### config.mk
export PLATFORM = sky130hd
export DESIGN_NAME = rand_fp_read_requester
export DESIGN_NICKNAME = d
export VERILOG_FILES = /design/src/rtl/rand_fp_read_requester.sv
export SDC_FILE = /design/constraint.sdc
export NUM_CORES = 1
export LEC_CHECK = 0
export BUFFER_PORTS_ARGS = -buffer_cell sky130_fd_sc_hd__buf_2
export CAP_MARGIN = 40
export CORE_AREA = 2 2 460 462
export CTS_BUF_LIST = sky130_fd_sc_hd__clkbuf_16
export DETAILED_ROUTE_END_ITERATION = 8
export DIE_AREA = 0 0 462 464
export PLACE_DENSITY = 0.3
export SETUP_SLACK_MARGIN = 0.02
export SYNTH_ARGS = -nofsm -noshare
export SYNTH_HDL_FRONTEND = slang
export SYNTH_SLANG_ARGS = --single-unit
### constraint.sdc
create_clock -name clk -period 3.5 [get_ports clk]
set_clock_uncertainty 0.2 [all_clocks]
set_input_delay 0.525 -clock clk [delete_from_list [all_inputs] [get_ports clk]]
set_output_delay 0.525 -clock clk [all_outputs]
set_load 0.005 [all_outputs]
### src/rtl/rand_fp_read_requester.sv
// Read requester for the random FP memory: generates LFSR addresses, issues a read,
// captures the returned elements and offers them downstream with valid/ready.
module rand_fp_read_requester #(
    parameter int unsigned NO_OF_RAND_ELEMENTS = 16,
    parameter int unsigned ELEMENT_WIDTH       = 32,
    parameter int unsigned TIMEOUT_CYCLES      = 1024
) (
    input  logic                                         clk,
    input  logic                                         rst,
    input  logic                                         start,
    input  logic [7:0]                                   seed,
    output logic                                         busy,
    output logic                                         read_mem,
    output logic [8*NO_OF_RAND_ELEMENTS-1:0]             addresses,
    input  logic [ELEMENT_WIDTH*NO_OF_RAND_ELEMENTS-1:0] mem_elements,
    input  logic                                         mem_finish,
    output logic [ELEMENT_WIDTH*NO_OF_RAND_ELEMENTS-1:0] elements,
    output logic                                         elements_valid,
    input  logic                                         elements_ready,
    output logic                                         timeout_err
);

    localparam int unsigned IdxW = (NO_OF_RAND_ELEMENTS > 1) ? $clog2(NO_OF_RAND_ELEMENTS) : 1;
    localparam int unsigned CntW = (TIMEOUT_CYCLES > 1) ? $clog2(TIMEOUT_CYCLES) : 1;
    localparam int unsigned AddrW = 8 * NO_OF_RAND_ELEMENTS;
    localparam int unsigned DataW = ELEMENT_WIDTH * NO_OF_RAND_ELEMENTS;

    localparam logic [IdxW-1:0] LastIdx = IdxW'(NO_OF_RAND_ELEMENTS - 1);
    localparam logic [CntW-1:0] LastCnt = CntW'(TIMEOUT_CYCLES - 1);

    typedef enum logic [2:0] {
        StIdle,
        StGen,
        StReq,
        StWait,
        StHold
    } state_e;

    state_e            state_q, state_d;
    logic [7:0]        lfsr_q, lfsr_d;
    logic [IdxW-1:0]   idx_q, idx_d;
    logic [CntW-1:0]   cnt_q, cnt_d;
    logic [AddrW-1:0]  addr_q, addr_d;
    logic [DataW-1:0]  elem_q, elem_d;
    logic              read_mem_q, read_mem_d;
    logic              valid_q, valid_d;
    logic              tout_q, tout_d;
    logic [7:0]        lfsr_next;

    // Fibonacci LFSR step; a zero seed is replaced on load so the lock-up state never occurs
    assign lfsr_next = {lfsr_q[6:0], lfsr_q[7] ^ lfsr_q[5] ^ lfsr_q[4] ^ lfsr_q[3]};

    // Next-state and datapath updates for the request sequence
    always_comb begin
        state_d    = state_q;
        lfsr_d     = lfsr_q;
        idx_d      = idx_q;
        cnt_d      = cnt_q;
        addr_d     = addr_q;
        elem_d     = elem_q;
        read_mem_d = read_mem_q;
        valid_d    = valid_q;
        tout_d     = tout_q;

        case (state_q)
            StIdle: begin
                if (start) begin
                    lfsr_d  = (seed == 8'h00) ? 8'h01 : seed;
                    tout_d  = 1'b0;
                    idx_d   = '0;
                    state_d = StGen;
                end
            end
            StGen: begin
                addr_d[8*idx_q +: 8] = lfsr_q;
                lfsr_d = lfsr_next;
                if (idx_q == LastIdx) begin
                    state_d = StReq;
                end else begin
                    idx_d = idx_q + 1'b1;
                end
            end
            StReq: begin
                read_mem_d = 1'b1;
                cnt_d      = '0;
                state_d    = StWait;
            end
            StWait: begin
                // Completion takes priority over a timeout in the same cycle
                if (mem_finish) begin
                    elem_d     = mem_elements;
                    read_mem_d = 1'b0;
                    valid_d    = 1'b1;
                    state_d    = StHold;
                end else if (cnt_q == LastCnt) begin
                    read_mem_d = 1'b0;
                    tout_d     = 1'b1;
                    state_d    = StIdle;
                end else begin
                    cnt_d = cnt_q + 1'b1;
                end
            end
            StHold: begin
                if (elements_ready) begin
                    valid_d = 1'b0;
                    state_d = StIdle;
                end
            end
            default: begin
                state_d = StIdle;
            end
        endcase
    end

    // State and datapath registers with synchronous reset
    always_ff @(posedge clk) begin
        if (rst) begin
            state_q    <= StIdle;
            lfsr_q     <= 8'h01;
            idx_q      <= '0;
            cnt_q      <= '0;
            addr_q     <= '0;
            elem_q     <= '0;
            read_mem_q <= 1'b0;
            valid_q    <= 1'b0;
            tout_q     <= 1'b0;
        end else begin
            state_q    <= state_d;
            lfsr_q     <= lfsr_d;
            idx_q      <= idx_d;
            cnt_q      <= cnt_d;
            addr_q     <= addr_d;
            elem_q     <= elem_d;
            read_mem_q <= read_mem_d;
            valid_q    <= valid_d;
            tout_q     <= tout_d;
        end
    end

    assign busy           = (state_q != StIdle);
    assign read_mem       = read_mem_q;
    assign addresses      = addr_q;
    assign elements       = elem_q;
    assign elements_valid = valid_q;
    assign timeout_err    = tout_q;

endmodule

**After elaboration in Yosys (flattened, before gate mapping)**

Index checks and enable logic that the tools add are counted.

- Add/sub/neg operators: 3
- Eq/ne operators: 15
- Shift-type cells: 2
- Multiplexer cells: 26
- Bitwise gates (word level): 3
- Reduce and logical (&&, ||, !) cells: 15

Operator list:

| kind | count |
|---|---|
| $bwmux W128 | 1 |
| $shift A8 B34 Y128 const A | 1 |
| $shiftx A8 B34 Y128 | 1 |
| $neg A7 Y34 | 1 |
| $mux W10 | 2 |
| $pmux W10 S2 | 1 |
| $mux W8 | 2 |
| $ne A2 B2 Y1 const B | 8 |
| $pmux W8 S2 | 1 |
| $mux W3 | 5 |
| $pmux W3 S5 | 1 |
| $add A10 B1 Y10 const B | 1 |
| $eq A10 B10 Y1 const B | 1 |
| $reduce_and A3 Y1 | 3 |
| $logic_not A8 Y1 | 1 |
| $mux W4 | 2 |
| $pmux W4 S2 | 1 |
| $reduce_and A4 Y1 | 2 |
| $reduce_bool A2 Y1 | 4 |
| $mux W1 | 7 |
| $eq A3 B2 Y1 const B | 2 |
| $pmux W1 S2 | 3 |
| $reduce_and A2 Y1 | 3 |
| $add A4 B1 Y4 const B | 1 |
| 7 further kinds | 9 |

- Register bits: 668
- Bits of input ports: 525
- Output and inout bits: 644
- Logic and storage cells: 73

**Logic depth before layout (Yosys ltp)**

- Word-level depth: 4
- Gate-level depth with buffers: 10
- Mapped depth without buffers: 6

**Worst setup path before layout**

No wires, ideal clock.

- Kind: flip-flop to flip-flop
- Start point: register idx_q[0]
- End point: register addr_q[102] (netlist: addresses[102])
- Setup time: 0.070 ns
- Arrival time: 2.522 ns
- Required time: 3.230 ns
- Slack: 0.708 ns
- Stages on the path, launching flop included: 11
- Path buffers: 4
- Cells stage by stage: dfxtp_1 clkbuf_1 inv_1 ha_1 or2_2 buf_2 a211oi_1 clkbuf_1 buf_2 nand3_1 a21oi_1

- Word-level cells in the longest chain between the ends: 3
- Elaborated cells between the ends (all ways): 4
- Classes of those cells: 1 x add/sub; 2 x shift; 1 x mux

Ends and longest elaborated chain:

| what | line | text |
|---|---|---|
| start: declaration | 41 | `logic [IdxW-1:0] idx_q, idx_d;` |
| start signal: assignment | 130 | `idx_q <= idx_d;` |
| $neg A7 Y34 * | 75 | `addr_d[8*idx_q +: 8] = lfsr_q;` |
| $shiftx A8 B34 Y128 / $shift A8 B34 Y128 (equally long branches) | 75 |  |
| $bwmux W128 * | 75 |  |
| end signal: assignment | 132 | `addr_q <= addr_d;` |
| end: declaration | 43 | `logic [AddrW-1:0] addr_q, addr_d;` |

Mark *: on every way between the ends. The rest lies on a longest branch, timed or not.
A chain may end at the register's enable or synchronous reset.

**Worst setup path after layout**

- Start point: register idx_q[0]
- End point: register addr_q[52] (netlist: addresses[52])

The elaborated chain is that of the path after synthesis.

==> flow_metrics.tcl <==
set metrics [dict create \
    detailedRoute.firstPassIterationCount 5 \
    slew_viols_final 0 \
    routedWlPerCell_um 21.6 \
    avgSynthCellArea_um2 8.10 \
    postRouteAntennaNets 0 \
    numClockSinks 668 \
    chip_width_um 462 \
    pin_count 1169 \
    critPathKind "flip-flop to flip-flop" \
    yosysWarnings 0 \
    worst_hold_path.num_cells 3 \
    initial_core_util 0.115 \
    layout-area-overhead-vs-synth_pct 72.1 \
    endpoint_with_the_worst_hold_slack "elements[43]" \
    core_mm2 0.209 \
    fp-row-count 168 \
    drt-initial-drc-count 1410 \
    clk_transition_reported_paths_ps 70 \
    cellPowerDensity_mw_per_mm2 447 \
    grt_remaining_overflow 0 \
    max_cap_violations 0 \
    static_leakage_nw 17.2 \
    synth-edff-count 0 \
    hold_path_class "primary input to flip-flop" \
    die_area_mm2 0.214 \
    grt_start_max_net_pins 127 \
    final_min_period_over_clock_period 0.894 \
    setup-tns-final_ps 0 \
    ctsHtreeMaxLevel 3 \
    layout.cell_area.non_filler_mm2 0.0413 \
    finalSetupViolations 0 \
    maxClockFrequency_mhz 319 \
    post-route-min-period_ps 3130 \
    vias_per_cell 3.62 \
    initial_antenna_violation_count 74 \
    reg2reg_from "idx_q[0]" \
    timing_worst_slew_pin_value_ps 804 \
    detailed_place.area_mm2 0.0333 \
    grt_pass1_wl_um 221000 \
    detailed_place_hpwl_um 127000 \
    grt_setup_unrepaired "false" \
    cts_setup_buffers 0 \
    worstReg2RegEnd "addresses[52]" \
    post_route_cells_drive_above_1_share 0.294 \
    synthFlopType "sky130_fd_sc_hd__dfxtp_1" \
    critical_path_required_ps 3840 \
    grt_pass1_vias 27200 \
    cts_root_buffer "sky130_fd_sc_hd__clkbuf_16" \
    synth_async_sr_flop_share 0 \
    timing.max_slew.rel_slack 0.459 \
    hold_path_startpoint "mem_elements[43]" \
    global_route.usage.total 0.145 \
    num-nets-final 5118 \
    clock_tree_from_tritoncts "yes" \
    synth.lib_cells_used.distinct 55 \
    final_core_utilization 0.198 \
    netlist_instances 2965 \
    cp_data_arrival_time_ps 3470 \
    critPathMaxFanout 20 \
    outcome "finished clean" \
    yosysSeqAreaShare 0.557 \
    die_height_um 464 \
    postRouteWirelength_um 161000 \
    timing.critical_path.from_type "flip-flop" \
    cts_max_path_buffers 3 \
    cts_buf_count 90 \
    syn-cell-area_mm2 0.0240 \
    synth-seq-cells 668 \
    timing.critical_path.to_type "flip-flop" \
    gp_congestion 0.844 \
    post-route-drc-count 0 \
    ir_drop_mv 0.345 \
    synth.net_count 3496 \
    detailroute.via_count 27100 \
    place.port_buffers 1168 \
    final_hold_violations 0 \
    worstRegToRegCells 6 \
    clock_latency_ps 720 \
    rrSetupSlack_ps 370 \
]
worst max-delay path: stages, from the launching register on:
cell and delay (ps):
sky130_fd_sc_hd__dfxtp_1 690, sky130_fd_sc_hd__nor3_1 110, sky130_fd_sc_hd__ha_1 550, sky130_fd_sc_hd__clkinv_1 410, sky130_fd_sc_hd__a211oi_2 370, sky130_fd_sc_hd__o211ai_2 400, sky130_fd_sc_hd__mux2i_1 210
worst max path at each step:
stage,startpoint,endpoint,slack [ps],cells after the start
global route,idx_q[0],addresses[50],170,6
detailed placement,idx_q[0],addresses[55],400,6
finish,idx_q[0],addresses[52],370,6
floorplan,idx_q[0],addresses[102],710,10
global placement,idx_q[0],addresses[52],470,6
CTS,idx_q[0],addresses[55],340,6
what timing repair did:
action	in CTS	in global routing
hold buffers	521	0
hold endpoints to repair	521	0
gates resized for setup	0	0
cell usage after synthesis, drive strengths merged, types with 9 or more instances:
master  instances  area [um2]
clkbuf        214         803
a21oi         583        2920
o21ai          21         105
and3           22         138
nor3b          10        75.1
dfxtp         668       13400
nor4            9        62.6
nand2b         36         225
nand3          64         320
nor2           67         251
nand2        1086        4080
mux2i          66         661
state kept, by name (all words and copies together) (netlist names):
name and flops:
elements_valid 1, state_q 3, cnt_q 10, read_mem 1, addresses 128, idx_q 4
elements 512, lfsr_q 8, timeout_err 1
cell families (layout without fill, tap and decap cells):
kind of cell,after synthesis,in the layout,synth area share
adders and majority gates,6,6,0.00313
muxes,66,66,0.0275
DFF,668,668,0.557
and+or+nand+nor,1338,1338,0.227
AOI/OAI and AO/OA,649,649,0.145
xor gates and xnor gates,9,9,0.00328
buffers and inverters,229,1918,0.0365
other,0,20,0
report_power, final:
part           total (mW)  switching (mW)  internal [mW]
sequential           7.81           0.116           7.70
clock                9.06            3.95           5.11
combinational        1.63           0.807          0.820
total                18.5            4.88           13.6
metrics by stage:
stage | std cells | hold WS [ps] | setup WS (ps) | power [mW]
after global placement | 6778 | 239 | 473 | 9.10
after floorplan | 2965 | 248 | 708 | 8.37
after CTS | 7459 | 5.67 | 343 | 19.0
after detailed placement | 6779 | 243 | 395 | 9.10
after global routing | 7468 | 7.97 | 169 | 19.4
final | 7479 | 48.1 | 369 | 18.5
cells in the final DEF (no fill, tap or decap), types with 3 or more instances in the layout:
cell / instances
sky130_fd_sc_hd__and2_1: 8
sky130_fd_sc_hd__diode_2: 20
sky130_fd_sc_hd__inv_1: 26
sky130_fd_sc_hd__nor2_1: 67
sky130_fd_sc_hd__nor4_1: 8
sky130_fd_sc_hd__a2111oi_4: 4
sky130_fd_sc_hd__nand2_1: 1086
sky130_fd_sc_hd__a21oi_1: 583
sky130_fd_sc_hd__o21ba_2: 8
sky130_fd_sc_hd__nor3b_1: 10
sky130_fd_sc_hd__buf_2: 1167
sky130_fd_sc_hd__nor3_1: 6
sky130_fd_sc_hd__dfxtp_1: 668
sky130_fd_sc_hd__buf_12: 22
sky130_fd_sc_hd__clkbuf_16: 90
sky130_fd_sc_hd__bufinv_16: 6
sky130_fd_sc_hd__a31oi_1: 3
sky130_fd_sc_hd__clkinv_2: 9
sky130_fd_sc_hd__nand4_1: 4
sky130_fd_sc_hd__o211ai_2: 3
sky130_fd_sc_hd__clkinv_1: 25
sky130_fd_sc_hd__o21ai_0: 21
sky130_fd_sc_hd__xnor2_1: 8
sky130_fd_sc_hd__buf_4: 40
sky130_fd_sc_hd__ha_1: 6
sky130_fd_sc_hd__nand2b_1: 36
sky130_fd_sc_hd__clkinvlp_4: 3
sky130_fd_sc_hd__or4_1: 7
sky130_fd_sc_hd__and3_1: 22
sky130_fd_sc_hd__nand3_1: 64
sky130_fd_sc_hd__o31ai_1: 4
sky130_fd_sc_hd__mux2i_1: 66
sky130_fd_sc_hd__dlygate4sd3_1: 521
sky130_fd_sc_hd__a21boi_0: 8
final cells by class:
| class | count | area, um2 |
|---|---|---|
| Fill cell | 23800 | 168000 |
| Sequential cell | 668 | 13400 |
| Timing Repair Buffer | 1752 | 11800 |
| Multi-Input combinational cell | 2068 | 9780 |
| Tap cell | 2805 | 3510 |
| Clock buffer | 90 | 2250 |
| Clock inverter | 69 | 539 |
| Antenna cell | 20 | 50.0 |
| Inverter | 7 | 26.3 |
layer usage:
metal / part of all wire / wire [um] / GRT usage / vias up
li1: - / - / - / 13000
met1: 0.43 / 68800 / 0.180 / 12800
met2: 0.46 / 74100 / 0.236 / 1007
met3: 0.089 / 14300 / 0.0505 / 209
met4: 0.024 / 3850 / 0.0395 / 32
met5: 0.0013 / 215 / 0 / -
No activity file was read; power rests on OpenSTA's default activity.
